## config.mk

```make
export PLATFORM = sky130hd
export DESIGN_NAME = queue_flat
export DESIGN_NICKNAME = d
export VERILOG_FILES = /design/src/rtl/queue_if.sv /design/src/rtl/queue.sv /design/src/flat_wrapper.sv
export SDC_FILE = /design/constraint.sdc
export NUM_CORES = 1
export LEC_CHECK = 0
export BUFFER_PORTS_ARGS = -buffer_cell sky130_fd_sc_hd__buf_2
export CAP_MARGIN = 20
export CORE_ASPECT_RATIO = 0.5
export CORE_MARGIN = 2
export CORE_UTILIZATION = 40
export CTS_BUF_LIST = sky130_fd_sc_hd__clkbuf_4 sky130_fd_sc_hd__clkbuf_8
export CTS_CLUSTER_SIZE = 25
export DETAILED_ROUTE_END_ITERATION = 8
export PLACE_DENSITY = 0.64
export SLEW_MARGIN = 25
export SYNTH_ARGS = -nofsm -noshare
export SYNTH_HDL_FRONTEND = slang
export SYNTH_SLANG_ARGS = --single-unit
export TNS_END_PERCENT = 30
```

## constraint.sdc

```tcl
create_clock -name clk -period 2.8 [get_ports clk]
set_input_delay 0.14 -clock clk [delete_from_list [all_inputs] [get_ports clk]]
set_output_delay 0.14 -clock clk [all_outputs]
set_load 0.01 [all_outputs]
```

## src/rtl/queue_if.sv

```systemverilog
// Handshake bundle between a producer/consumer (master) and the FIFO (slave).
// CNTW must match the occupancy width the FIFO derives from LENGTH.
interface queue_if #(
   parameter int WIDTH  = 8,
   parameter int LENGTH = 5
);
   localparam int CNTW = $clog2(LENGTH + 1);

   logic             push_i;
   logic             pop_i;
   logic [WIDTH-1:0] data_i;
   logic [WIDTH-1:0] data_o;
   logic             full;
   logic             empty;
   logic [CNTW-1:0]  count_o;
   logic             overflow;
   logic             underflow;

   modport master (
      output push_i, pop_i, data_i,
      input  data_o, full, empty, count_o, overflow, underflow
   );

   modport slave (
      input  push_i, pop_i, data_i,
      output data_o, full, empty, count_o, overflow, underflow
   );
endinterface

```

## src/rtl/queue.sv

```systemverilog
// Synchronous FIFO on a circular buffer with read/write pointers and an occupancy
// counter; registered read data and registered overflow/underflow pulses.
module queue #(
   parameter int WIDTH  = 8,
   parameter int LENGTH = 5
) (
   input logic   clk,
   input logic   rstn,
   queue_if.slave q
);
   localparam int CNTW = $clog2(LENGTH + 1);
   localparam int PTRW = $clog2(LENGTH);

   logic [WIDTH-1:0] mem [LENGTH];
   logic [PTRW-1:0]  wr_ptr, rd_ptr;
   logic [CNTW-1:0]  count;
   logic [WIDTH-1:0] data_q;
   logic             overflow_q, underflow_q;
   logic             full_w, empty_w;
   logic             push_ok, pop_ok;

   assign full_w  = (count == CNTW'(LENGTH));
   assign empty_w = (count == '0);

   // A push into a full FIFO is allowed when a pop is requested alongside it;
   // there is no bypass, so a pop into an empty FIFO is always rejected.
   assign pop_ok  = q.pop_i & ~empty_w;
   assign push_ok = q.push_i & (~full_w | q.pop_i);

   always_ff @(posedge clk) begin
      if (push_ok) mem[wr_ptr] <= q.data_i;
   end

   always_ff @(posedge clk or negedge rstn) begin
      if (!rstn) begin
         wr_ptr      <= '0;
         rd_ptr      <= '0;
         count       <= '0;
         data_q      <= '0;
         overflow_q  <= 1'b0;
         underflow_q <= 1'b0;
      end else begin
         overflow_q  <= q.push_i & ~push_ok;
         underflow_q <= q.pop_i & ~pop_ok;
         if (pop_ok) begin
            data_q <= mem[rd_ptr];
            rd_ptr <= (rd_ptr == PTRW'(LENGTH - 1)) ? '0 : rd_ptr + 1'b1;
         end
         if (push_ok)
            wr_ptr <= (wr_ptr == PTRW'(LENGTH - 1)) ? '0 : wr_ptr + 1'b1;
         if (push_ok && !pop_ok)
            count <= count + 1'b1;
         else if (pop_ok && !push_ok)
            count <= count - 1'b1;
      end
   end

   assign q.data_o    = data_q;
   assign q.full      = full_w;
   assign q.empty     = empty_w;
   assign q.count_o   = count;
   assign q.overflow  = overflow_q;
   assign q.underflow = underflow_q;
endmodule

```

## src/flat_wrapper.sv

```systemverilog
// flat-port wrapper written by rule: the top's interface ports become plain ports
module queue_flat 
#(
   parameter int WIDTH  = 8,
   parameter int LENGTH = 5
)
  (clk, rstn, q_push_i, q_pop_i, q_data_i, q_data_o, q_full, q_empty, q_count_o, q_overflow, q_underflow);
  queue_if #(.WIDTH(WIDTH), .LENGTH(LENGTH)) q_i ();
  input logic clk;
  input logic rstn;
  input wire logic [$bits(q_i.push_i)-1:0] q_push_i;
  input wire logic [$bits(q_i.pop_i)-1:0] q_pop_i;
  input wire logic [$bits(q_i.data_i)-1:0] q_data_i;
  output wire logic [$bits(q_i.data_o)-1:0] q_data_o;
  output wire logic [$bits(q_i.full)-1:0] q_full;
  output wire logic [$bits(q_i.empty)-1:0] q_empty;
  output wire logic [$bits(q_i.count_o)-1:0] q_count_o;
  output wire logic [$bits(q_i.overflow)-1:0] q_overflow;
  output wire logic [$bits(q_i.underflow)-1:0] q_underflow;
  assign q_i.push_i = q_push_i;
  assign q_i.pop_i = q_pop_i;
  assign q_i.data_i = q_data_i;
  assign q_data_o = q_i.data_o;
  assign q_full = q_i.full;
  assign q_empty = q_i.empty;
  assign q_count_o = q_i.count_o;
  assign q_overflow = q_i.overflow;
  assign q_underflow = q_i.underflow;
  queue #(.WIDTH(WIDTH), .LENGTH(LENGTH)) u_core (.clk(clk), .rstn(rstn), .q(q_i));
endmodule
```

## Word-level counts from Yosys, hierarchy flattened

Memories as Yosys holds them, arrays and structs flattened. A register that Yosys moved wholly into a read port is not among the register bits.
Cells that the tools add are included.

| storage, ports and cells | value |
|---|---|
| word-level logic and storage cells | 35 |
| memories | 1 |
| flip-flop bits (word level) | 11 |
| output and inout bits | 15 |
| RAM bits | 40 |
| ROM bits | 0 |
| latch bits | 0 |

Memories:

| name | words | bits a word | rd ports | clocked after memory_dff | wr ports | line | RTL |
|---|---|---|---|---|---|---|---|
| u_core.mem | 5 | 8 | 1 | 1 | 1 | queue.sv:14 | `logic [WIDTH-1:0] mem [LENGTH];` |

| operators by class | value |
|---|---|
| shift operators | 0 |
| multipliers | 0 |
| add/subtract/negate cells | 4 |
| divide/modulo/power cells | 0 |
| muxes and demuxes | 6 |
| bitwise logic cells | 9 |
| equality and inequality tests | 3 |
| $lt $le $gt $ge | 0 |
| reduce and logical (&&, ||, !) cells | 7 |

Operator list:

| cell | count |
|---|---|
| 3-bit two-way mux | 4 |
| 3-bit by 1-bit adder with 3-bit output (second input constant) | 3 |
| 3-bit == test (second input constant) | 3 |
| 1-bit AND | 4 |
| 1-bit NOT | 4 |
| 1-bit zero test | 3 |
| 3-bit zero test | 1 |
| 3-bit by 1-bit subtractor with 3-bit output (second input constant) | 1 |
| 1-bit logical AND | 2 |
| 1-bit two-way mux | 2 |
| 2-bit nonzero test | 1 |
| 1-bit bitwise OR | 1 |

## Depth between registers and ports, before layout

Gate-level depths: netlist of the first run.

| logic depth | value |
|---|---|
| depth after elaboration | 8 |
| gate-level depth with buffers | 10 |

## Worst setup path before layout of the first run

Ideal clock, no wire load.

| path | value |
|---|---|
| kind | register to register |
| from | register u_core.count[0] (netlist: u_core.q.count_o[0]) |
| to | memory u_core.mem[4][0] (enable) |
| required time | 2.402 ns |
| setup time | 0.398 ns |
| arrival | 1.913 ns |
| stages on the path, launching flop included | 5 |
| setup slack | 0.489 ns |
| cells stage by stage | dfrtp_1 > and4bb_1 > nand2b_4 > buf_6 > nor4b_1 |

| between the ends | value |
|---|---|
| word-level cells in the longest chain between the ends | 6 |

RTL lines:

| item | line | RTL |
|---|---|---|
| start: declaration | queue.sv:16 | `logic [CNTW-1:0] count;` |
| start signal: assignment | queue.sv:52 | `count <= count + 1'b1;` |
| start signal: assignment | queue.sv:54 | `count <= count - 1'b1;` |
| 3-bit == test | queue.sv:22 | `assign full_w = (count == CNTW'(LENGTH));` |
| 1-bit NOT | queue.sv:28 | `assign push_ok = q.push_i & (~full_w \| q.pop_i);` |
| 1-bit bitwise OR | queue.sv:28 |  |
| 1-bit AND | queue.sv:28 |  |
| 1-bit two-way mux | queue.sv:31 | `if (push_ok) mem[wr_ptr] <= q.data_i;` |
| 1-bit two-way mux (not written as such) | queue.sv:31 |  |
| end: declaration | queue.sv:14 |  |

No other way between the ends.

## Final worst setup path of the first run

| path | value |
|---|---|
| from | register u_core.count[1] (netlist: u_core.q.count_o[1]) |
| to | register u_core.count[1] (netlist: u_core.q.count_o[1]) |

| between the ends | value |
|---|---|
| word-level cells in the longest chain between the ends | 7 |
| elaborated cells on any way between the ends | 16 |
| those cells by class | 2 x add/sub; 1 x eq/ne; 2 x mux; 5 x bitwise; 6 x reduce/logical |

RTL lines:

| item | line | RTL |
|---|---|---|
| 3-bit == test (*) | queue.sv:22 |  |
| 1-bit NOT (*) | queue.sv:28 |  |
| 1-bit bitwise OR (*) | queue.sv:28 |  |
| 1-bit AND (*) | queue.sv:28 |  |
| net u_core.push_ok | queue.sv:20 | `logic push_ok, pop_ok;` |
| 1-bit zero test | queue.sv:53 | `else if (pop_ok && !push_ok)` |
| 1-bit logical AND | queue.sv:53 |  |
| 2-bit nonzero test (no source line) | -- |  |

Mark *: on every way through the listed nets, which the timed path passes. The rest lies on a longest branch. The select of a mux whose other input is x is not followed.
A chain may end at the register's enable or synchronous reset.

==> summary.md, run 1 <==
| Metric | Value |
|---|---|
| Status | `complete, no violations` |
| Vias | `1301` |
| Seq/Total Area, Yosys | `69.90%` |
| WP data arrival | `2.33 ns` |
| Most used cell, CP | `inv_1` |
| Final setup violation count | `0` |
| Final core occ | `50.17%` |
| WP buf/inv | `2` |
| Async S/R FF share, synth | `32.20%` |
| PwrDens | `1039 nW/um^2` |
| Lkg Pwr | `roughly 0.0011 uW` |
| Main synth FF type | `edfxtp_1` |
| Clock transition at path regs | `0.07 ns` |
| Placed cell count | `around 240` |
| Synth top area share | `50.08%` |
| Mapped Nets | `163` |
| Yosys cell types | `29` |
| Detailed Route Iter0 Violations | `93` |
| Worst slack, placed | `0.6861 ns` |
| Clock group share of total power | `24.8%` |
| CTS tree | `yes` |
| Most frequent cell after synthesis | `edfxtp_1` |
| Worst path top cell family by delay | `adder cells` |
| # Post-CTS Setup Buffers | `0` |
| Area delta synth->final | `17.84%` |
| Synthesized cell area | `approximately 2400 um^2` |
| Least-Margin Pin Slew | `0.6291 ns` |
| CP max FO | `9` |
| Crit-path cells | `and4bb_1 > nand2b_4 > inv_1 > ha_1 > inv_1 > fa_1 > mux2_2` |
| Hold/Removal Path Class | `input port to flip-flop` |
| Sink Count | `59` |
| Vias per cell | `4.985` |
| Num CTS Buffers | `9` |
| Sw Ratio | `31.51%` |
| Largest net degree at the start of global routing | `21` |
| Post-route insts no fill | `261` |
| Sequential cell fraction of total power | `47.8%` |
| Synth area leader | `edfxtp_1` |
| Total GRT Usage | `about 14%` |
| Clk_lat worst skew | `0.33 ns` |
| Max-slew headroom at the worst pin | `58.06%` |
| Root buf cell | `clkbuf_8` |
| Overflow after GRT | `0` |
| GPL Wtd Cong | `slightly above 0.7` |
| Slew Viols, Final | `0` |
| Die X | `113.5 um` |
| Int Power | `2011 uW` |
| Drt wl/cell | `approximately 15 um` |
| Area contributors post-synth | `edfxtp_1 50%, dfrtp_1 20%, mux4_2 6.6%` |
| Final period utilization | `75.55%` |
| Die area | `around 6700 um^2` |
| Final hold viol count | `0` |
| Highest clock rate | `472.7 MHz` |
| Synth cell count leaders | `40 x edfxtp_1, 19 x dfrtp_1, 11 x nor2_1, 9 x a21oi_1, 8 x mux2i_1` |
| Final wirelength | `between 4 and 5 mm` |
| Syn Inst Count | `~150` |
| EDFF count, synth | `40` |
| Row count | `19` |
| Mean Syn Cell Area | `~17 um^2` |
| DRC viols | `0` |
| Minimum clock period | `2.115 ns` |
| Worst Path Required | `3.01 ns` |
| Clk_skew | `0.004080 ns` |
| I/O pin cnt | `27` |
| Initial antenna violation count | `0` |
| Max Cap Viol | `0` |
| Final Worst Setup Slack | `0.6846 ns` |
| N_diodes | `0` |
| #FFs+latches synth | `59` |
| Crit. End Element | `flip-flop` |
| I/O Buffers | `26` |
| Net switching power | `924.9 uW` |
| Core ar. | `5634 um^2` |
| Hpwl dp | `2.548 mm` |
| Number of global-route vias before repair | `roughly 1400` |
| Comb power frac | `between 20 and 30%` |
| Largest stage delay, worst path | `about 0.46 ns` |
| Sum of negative setup slack | `0 ns` |
| Die Span Y | `58.76 um` |
| Max Buffers Root-to-Sink | `2` |
| H-tree depth | `3` |
| First-pass GRT wire length | `about 6.6 mm` |
| Slowest cell on the critical path | `dfrtp_1` |
| Worst setup SP type | `flip-flop` |
| RSZ-0062 raised after global routing | `no` |
| Initial core utilization | `42.57%` |
| Routed Antenna Nets | `0` |
| Final Cell Area | `2826 um^2` |
| Length of the first detailed-routing pass in iterations | `4` |
| Layout cells sized above 1 | `30.85%` |
| Reg2reg setup slack | `0.68 ns` |
| Nets | `roughly 200` |
| Post-DP Area | `2628 um^2` |
| Crit path kind | `flip-flop to flip-flop` |
| YS warnings | `0` |
| Maximum vdd drop | `~0.28 mV` |
## metal layers
layer	wire, um	vias up	global-route usage (%)
li1	-	614	-
met5	0	-	0
met3	218	4	7.312
met4	40	0	5.226
met2	1972	31	23.01
met1	1794	652	15.93
## power by group through the flow
stage                     clock network, uW  logic [uW]  registers (uW)
after floorplan                           0         624            1340
after global placement                    0         795            1410
after detailed placement                  0         815            1420
after CTS                               749         821            1410
after global routing                    799         896            1450
final                                   729         804            1400
## final timing paths
check                                                     start                         endpoint  depth (start not counted)
worst max-delay path            u_core.q.count_o[1]$_DFFE_PN0P_  u_core.q.count_o[1]$_DFFE_PN0P_                          7
worst min-delay path                                q_data_i[1]       u_core.mem[0][1]$_DFFE_PP_                          1
worst max register to register  u_core.q.count_o[1]$_DFFE_PN0P_  u_core.q.count_o[1]$_DFFE_PN0P_                          7
worst min register to register   u_core.q.data_o[7]$_DFFE_PN0P_   u_core.q.data_o[7]$_DFFE_PN0P_                          2
max in group asynchronous                                  rstn  u_core.q.count_o[1]$_DFFE_PN0P_                          2
min in group asynchronous                                  rstn   u_core.q.data_o[6]$_DFFE_PN0P_                          2
## repair_timing
action | in CTS | in global routing
resized for setup | 0 | 0
endpoints found under the hold margin | 19 | 0
hold buffers | 1 | 0
## flip-flops by register name (all words and copies together) (netlist names)
| register | flops |
|---|---|
| u_core.mem | 40 |
| u_core.q.data_o | 8 |
| u_core.q.count_o | 3 |
| u_core.rd_ptr | 3 |
| u_core.wr_ptr | 3 |
| u_core.q.overflow | 1 |
| u_core.q.underflow | 1 |
## stage by stage
stage | hold slack [ns] | power (uW)
global route | 0.02256 | 3141
global placement | 0.1119 | 2203
CTS | 0.01675 | 2979
detailed placement | 0.1221 | 2240
floorplan | -0.1556 | 1968
finish | 0.03994 | 2935
## cell type report
class	count	area (um^2)
multi-input cells	73	658.1
inverters	7	26.28
clock buffers	10	131.4
repair buffers	33	185.2
clock inverters	6	57.56
fillers	463	2808
well taps	73	91.34
flip-flops and latches	59	1677
## cell families (layout without fill, tap and decap cells)
group	Yosys count	after routing	synth area share [%]
fa+ha+maj	6	6	3.443
flops	59	59	69.90
xor+xnor	3	3	1.096
mux	19	19	12.73
buf+inv	13	56	2.921
compound gates	17	17	3.703
simple gates	28	28	6.207
## placed cells by master, fill, tap and decap left out, drive strengths merged, types with 2 or more instances in the layout
cell       n
edfxtp    40
buf       32
dfrtp     19
nor2      11
clkbuf    10
a21oi      9
mux2i      8
mux4       8
inv        7
o21ai      7
nand2      5
ha         5
nor4       4
mux2       3
clkinv     3
and2       2
xor2       2
clkinvlp   2
nand2b     2
(Power assumes the default switching activity.)
==> run 2, diff against run 1 <==
Settings changed: ABC_AREA from default to 1, PLACE_DENSITY 0.64 to 0.66.
Clock period 2.8 ns to 1.87 ns, I/O delays scaled along.
==> run 2 against run 1 <==
Net effect:
- sequential share of layout area down 6.0 points
- largest power group unchanged
- highest routed layer unchanged
- largest cell class unchanged
- die area up 7.6%
- global-route usage up 1.2 points
==> summary.md, run 2 <==
| Metric | Value |
|---|---|
| I/O pin cnt | `27 (unchanged)` |
| Root buf cell | `clkbuf_8` |
| Most frequent cell after synthesis | `nand2_1` |
| Area contributors post-synth | `edfxtp_1 46%, dfrtp_1 18%, nand2_1 12%` |
| Synth area leader | `edfxtp_1` |
| Sink Count | `59 (unchanged)` |
| Drt wl/cell | `12.78 um (-17%)` |
| Synth cell count leaders | `83 x nand2_1, 40 x edfxtp_1, 19 x dfrtp_1, 18 x nand3_1, 14 x nor2_1` |
| Crit. End Element | `flip-flop` |
| Crit-path cells | `nand2_2 > nor2_4 > nand2_2 > nand2_2 > inv_2 > ha_4 > inv_2 > fa_2 > inv_1 > nand2_1 > nand3_1 > xor2_1` |
| Mean Syn Cell Area | `10.88 um^2 (-34%)` |
| Core ar. | `6156 um^2 (+9.3%)` |
| Vias per cell | `4.433 (-11%)` |
| DRC viols | `0 (unchanged)` |
| Async S/R FF share, synth | `32.20% (unchanged)` |
| WP buf/inv | `3 (+1)` |
| Reg2reg setup slack | `0.11 ns (-0.58 ns)` |
| Syn Inst Count | `238 (+64%)` |
| Crit path kind | `flip-flop to flip-flop` |
| Die area | `7174 um^2 (+7.6%)` |
| Number of global-route vias before repair | `1635 (+18%)` |
| WP data arrival | `2.01 ns (-0.32 ns)` |
| Placed cell count | `353 (+45%)` |
| Hold/Removal Path Class | `input port to flip-flop` |
| Most used cell, CP | `nand2_2` |
| Slew Viols, Final | `0 (unchanged)` |
| N_diodes | `0 (unchanged)` |
| #FFs+latches synth | `59 (unchanged)` |
| Maximum vdd drop | `0.5539 mV (+99%)` |
| Max reg flops | `40 (unchanged)` |
| Fillers | `568 (+23%)` |
| Detailed Route Iter0 Violations | `89 (-4.3%)` |
| Final period utilization | `94.36% (+19 points)` |
| Status | `complete, no violations` |
| Minimum clock period | `1.764 ns (-0.3510 ns)` |
| Slowest cell on the critical path | `dfrtp_2` |
| Final Worst Setup Slack | `0.1055 ns (-0.5790 ns)` |
| Final hold viol count | `0 (unchanged)` |
| Worst path top cell family by delay | `adder cells` |
| Worst setup SP type | `flip-flop` |
| Largest stage delay, worst path | `0.43 ns (-0.03 ns)` |
| Num CTS Buffers | `9 (unchanged)` |
| CTS tree | `yes` |
| Row count | `20 (+1)` |
| Vias | `1689 (+30%)` |
| YS warnings | `0 (unchanged)` |
| Initial core utilization | `42.07% (-0.50 points)` |
| Clk_skew | `0.003885 ns (-0.0001951 ns)` |
| Length of the first detailed-routing pass in iterations | `4 (unchanged)` |
| GPL Wtd Cong | `0.7679 (+8.1%)` |
| Total GRT Usage | `15.14% (+1.2 points)` |
| PwrDens | `1521 nW/um^2 (+46%)` |
| Worst Path Required | `2.12 ns (-0.89 ns)` |
| Clk_lat worst skew | `0.33 ns (about the same)` |
| Nets | `306 (+52%)` |
| Initial antenna violation count | `0 (unchanged)` |
| Layout cells sized above 1 | `28.67% (-2.2 points)` |
| First-pass GRT wire length | `7.928 mm (+20%)` |
| Most flops, register | `u_core.mem` |
| Yosys cell types | `25 (-14%)` |
| Die Span Y | `60.90 um (+3.7%)` |
| I/O Buffers | `26 (unchanged)` |
| Mapped Nets | `256 (+57%)` |
| Max Cap Viol | `0 (unchanged)` |
| Clock transition at path regs | `0.06 ns (about the same)` |
| Final setup violation count | `0 (unchanged)` |
| Routed Antenna Nets | `0 (unchanged)` |
| Hpwl dp | `3.179 mm (+25%)` |
| Final wirelength | `4.868 mm (+21%)` |
| Largest net degree at the start of global routing | `22 (+4.8%)` |
| Overflow after GRT | `0 (unchanged)` |
| Synthesized cell area | `2590 um^2 (+8.0%)` |
| Max Buffers Root-to-Sink | `2 (unchanged)` |
| H-tree depth | `3 (unchanged)` |
| Lkg Pwr | `0.001390 uW (+28%)` |
| CP max FO | `4 (-5)` |
| Area delta synth->final | `21.64%` |
| Seq/Total Area, Yosys | `64.73% (-5.2 points)` |
| Highest clock rate | `566.7 MHz (+20%)` |
| Synth top area share | `46.38% (-3.7 points)` |
| Worst slack, placed | `-0.01948 ns (-0.7056 ns)` |
| EDFF count, synth | `40 (unchanged)` |
| Main synth FF type | `edfxtp_1` |
| Least-Margin Pin Slew | `0.4435 ns (-0.1855 ns)` |
| Post-route insts no fill | `381 (+46%)` |
| Most frequent cells in the layout | `82 x nand2_1, 40 x edfxtp_1, 26 x buf_2` |
| Die X | `117.8 um (+3.8%)` |
| Commonest non-fill, non-tap cell in the layout | `nand2_1` |
| Max-slew headroom at the worst pin | `70.43% (+12 points)` |
## run 2: cell count changes in the layout (fill, tap and decap cells not counted), moves of 4 or more
cell	previous run	this run
nor2_2	0	6
nor4_1	4	0
mux4_2	7	0
nand2_1	5	82
a21oi_1	9	0
mux2i_1	8	0
nand3_1	1	18
buf_4	6	11
dlygate4sd3_1	1	10
o21ai_0	7	1
nand2_2	0	12
inv_2	0	5
## run 2: worst reg2reg max path, delay by kind of cell, from the launching register on
family                     cells  cell delay, ns
xor gates and xnor gates       1            0.17
adders and majority gates      2            0.51
buffers and inverters          3            0.18
DFF                            1            0.43
and+or+nand+nor                6            0.37
## run 2: metal layers
metal  track usage, %  part of all wire [%]  up-vias
met1            17.98                    46      780
met5                0                     0        -
met2            25.91                    48       33
li1                 -                     -      874
met4            7.401                  0.60        0
met3            4.981                   5.1        2
## run 2: timing repair
| item | 4_1_cts | 5_1_grt |
|---|---|---|
| hold buffers | 10 | 0 |
| endpoints found under the hold margin | 60 | 0 |
| setup endpoints to repair | 1 | 1 |
| buffers inserted | 1 | 1 |
| pin swaps | 0 | 2 |
| gates resized for setup | 0 | 6 |
## run 2: through the flow
stage	setup TNS, ns	hold slack (ns)	util [%]	power [uW]	instance area, um^2
final	0	0.07357	51.18	4792	3151
after global routing	-0.002860	0.08646	51.18	5164	3151
after CTS	0	0.06196	50.77	4811	3126
after detailed placement	-0.01948	0.07783	45.89	3670	2825
after global placement	0	0.06186	45.89	3604	2825
after floorplan	0	-0.2021	-	3210	2595
## run 2: where the power goes
group	leakage, uW	internal [uW]	total (uW)	switching (uW)
clock	0.0000865	607	1100	495
combinational	0.000707	655	1750	1090
sequential	0.000597	1750	1940	194
## run 2: cells by family (layout without fill, tap and decap cells)
family | count (synthesis) | in the layout | synth area share, %
XOR/XNOR | 3 | 3 | 1.015
adder cells (fa/ha/maj) | 6 | 6 | 3.188
flip-flops | 59 | 59 | 64.73
buffers and inverters | 24 | 79 | 5.410
AO/OA/AOI/OAI | 6 | 6 | 1.449
AND/OR/NAND/NOR | 140 | 140 | 24.20
## run 2: layout make-up
class | instances | area, um^2 | area share [%]
inverters | 16 | 65.06 | 2.065
clock inverters | 7 | 68.82 | 2.184
repair buffers | 47 | 312.8 | 9.929
flip-flops and latches | 59 | 1679 | 53.30
clock buffers | 9 | 123.9 | 3.932
multi-input cells | 155 | 790.8 | 25.10
well taps | 88 | 110.1 | 3.495
## run 2: path summary, 6_finish.rpt
check | from | endpoint | cells past startpoint
max in group asynchronous | rstn | u_core.q.count_o[0]$_DFFE_PN0P_ | 2
hold / removal | q_pop_i | u_core.q.underflow$_DFF_PN0_ | 3
hold reg to reg | u_core.q.data_o[1]$_DFFE_PN0P_ | u_core.q.data_o[1]$_DFFE_PN0P_ | 2
setup / recovery | u_core.q.count_o[0]$_DFFE_PN0P_ | u_core.q.count_o[2]$_DFFE_PN0P_ | 12
setup reg to reg | u_core.q.count_o[0]$_DFFE_PN0P_ | u_core.q.count_o[2]$_DFFE_PN0P_ | 12
min in group asynchronous | rstn | u_core.q.data_o[5]$_DFFE_PN0P_ | 2
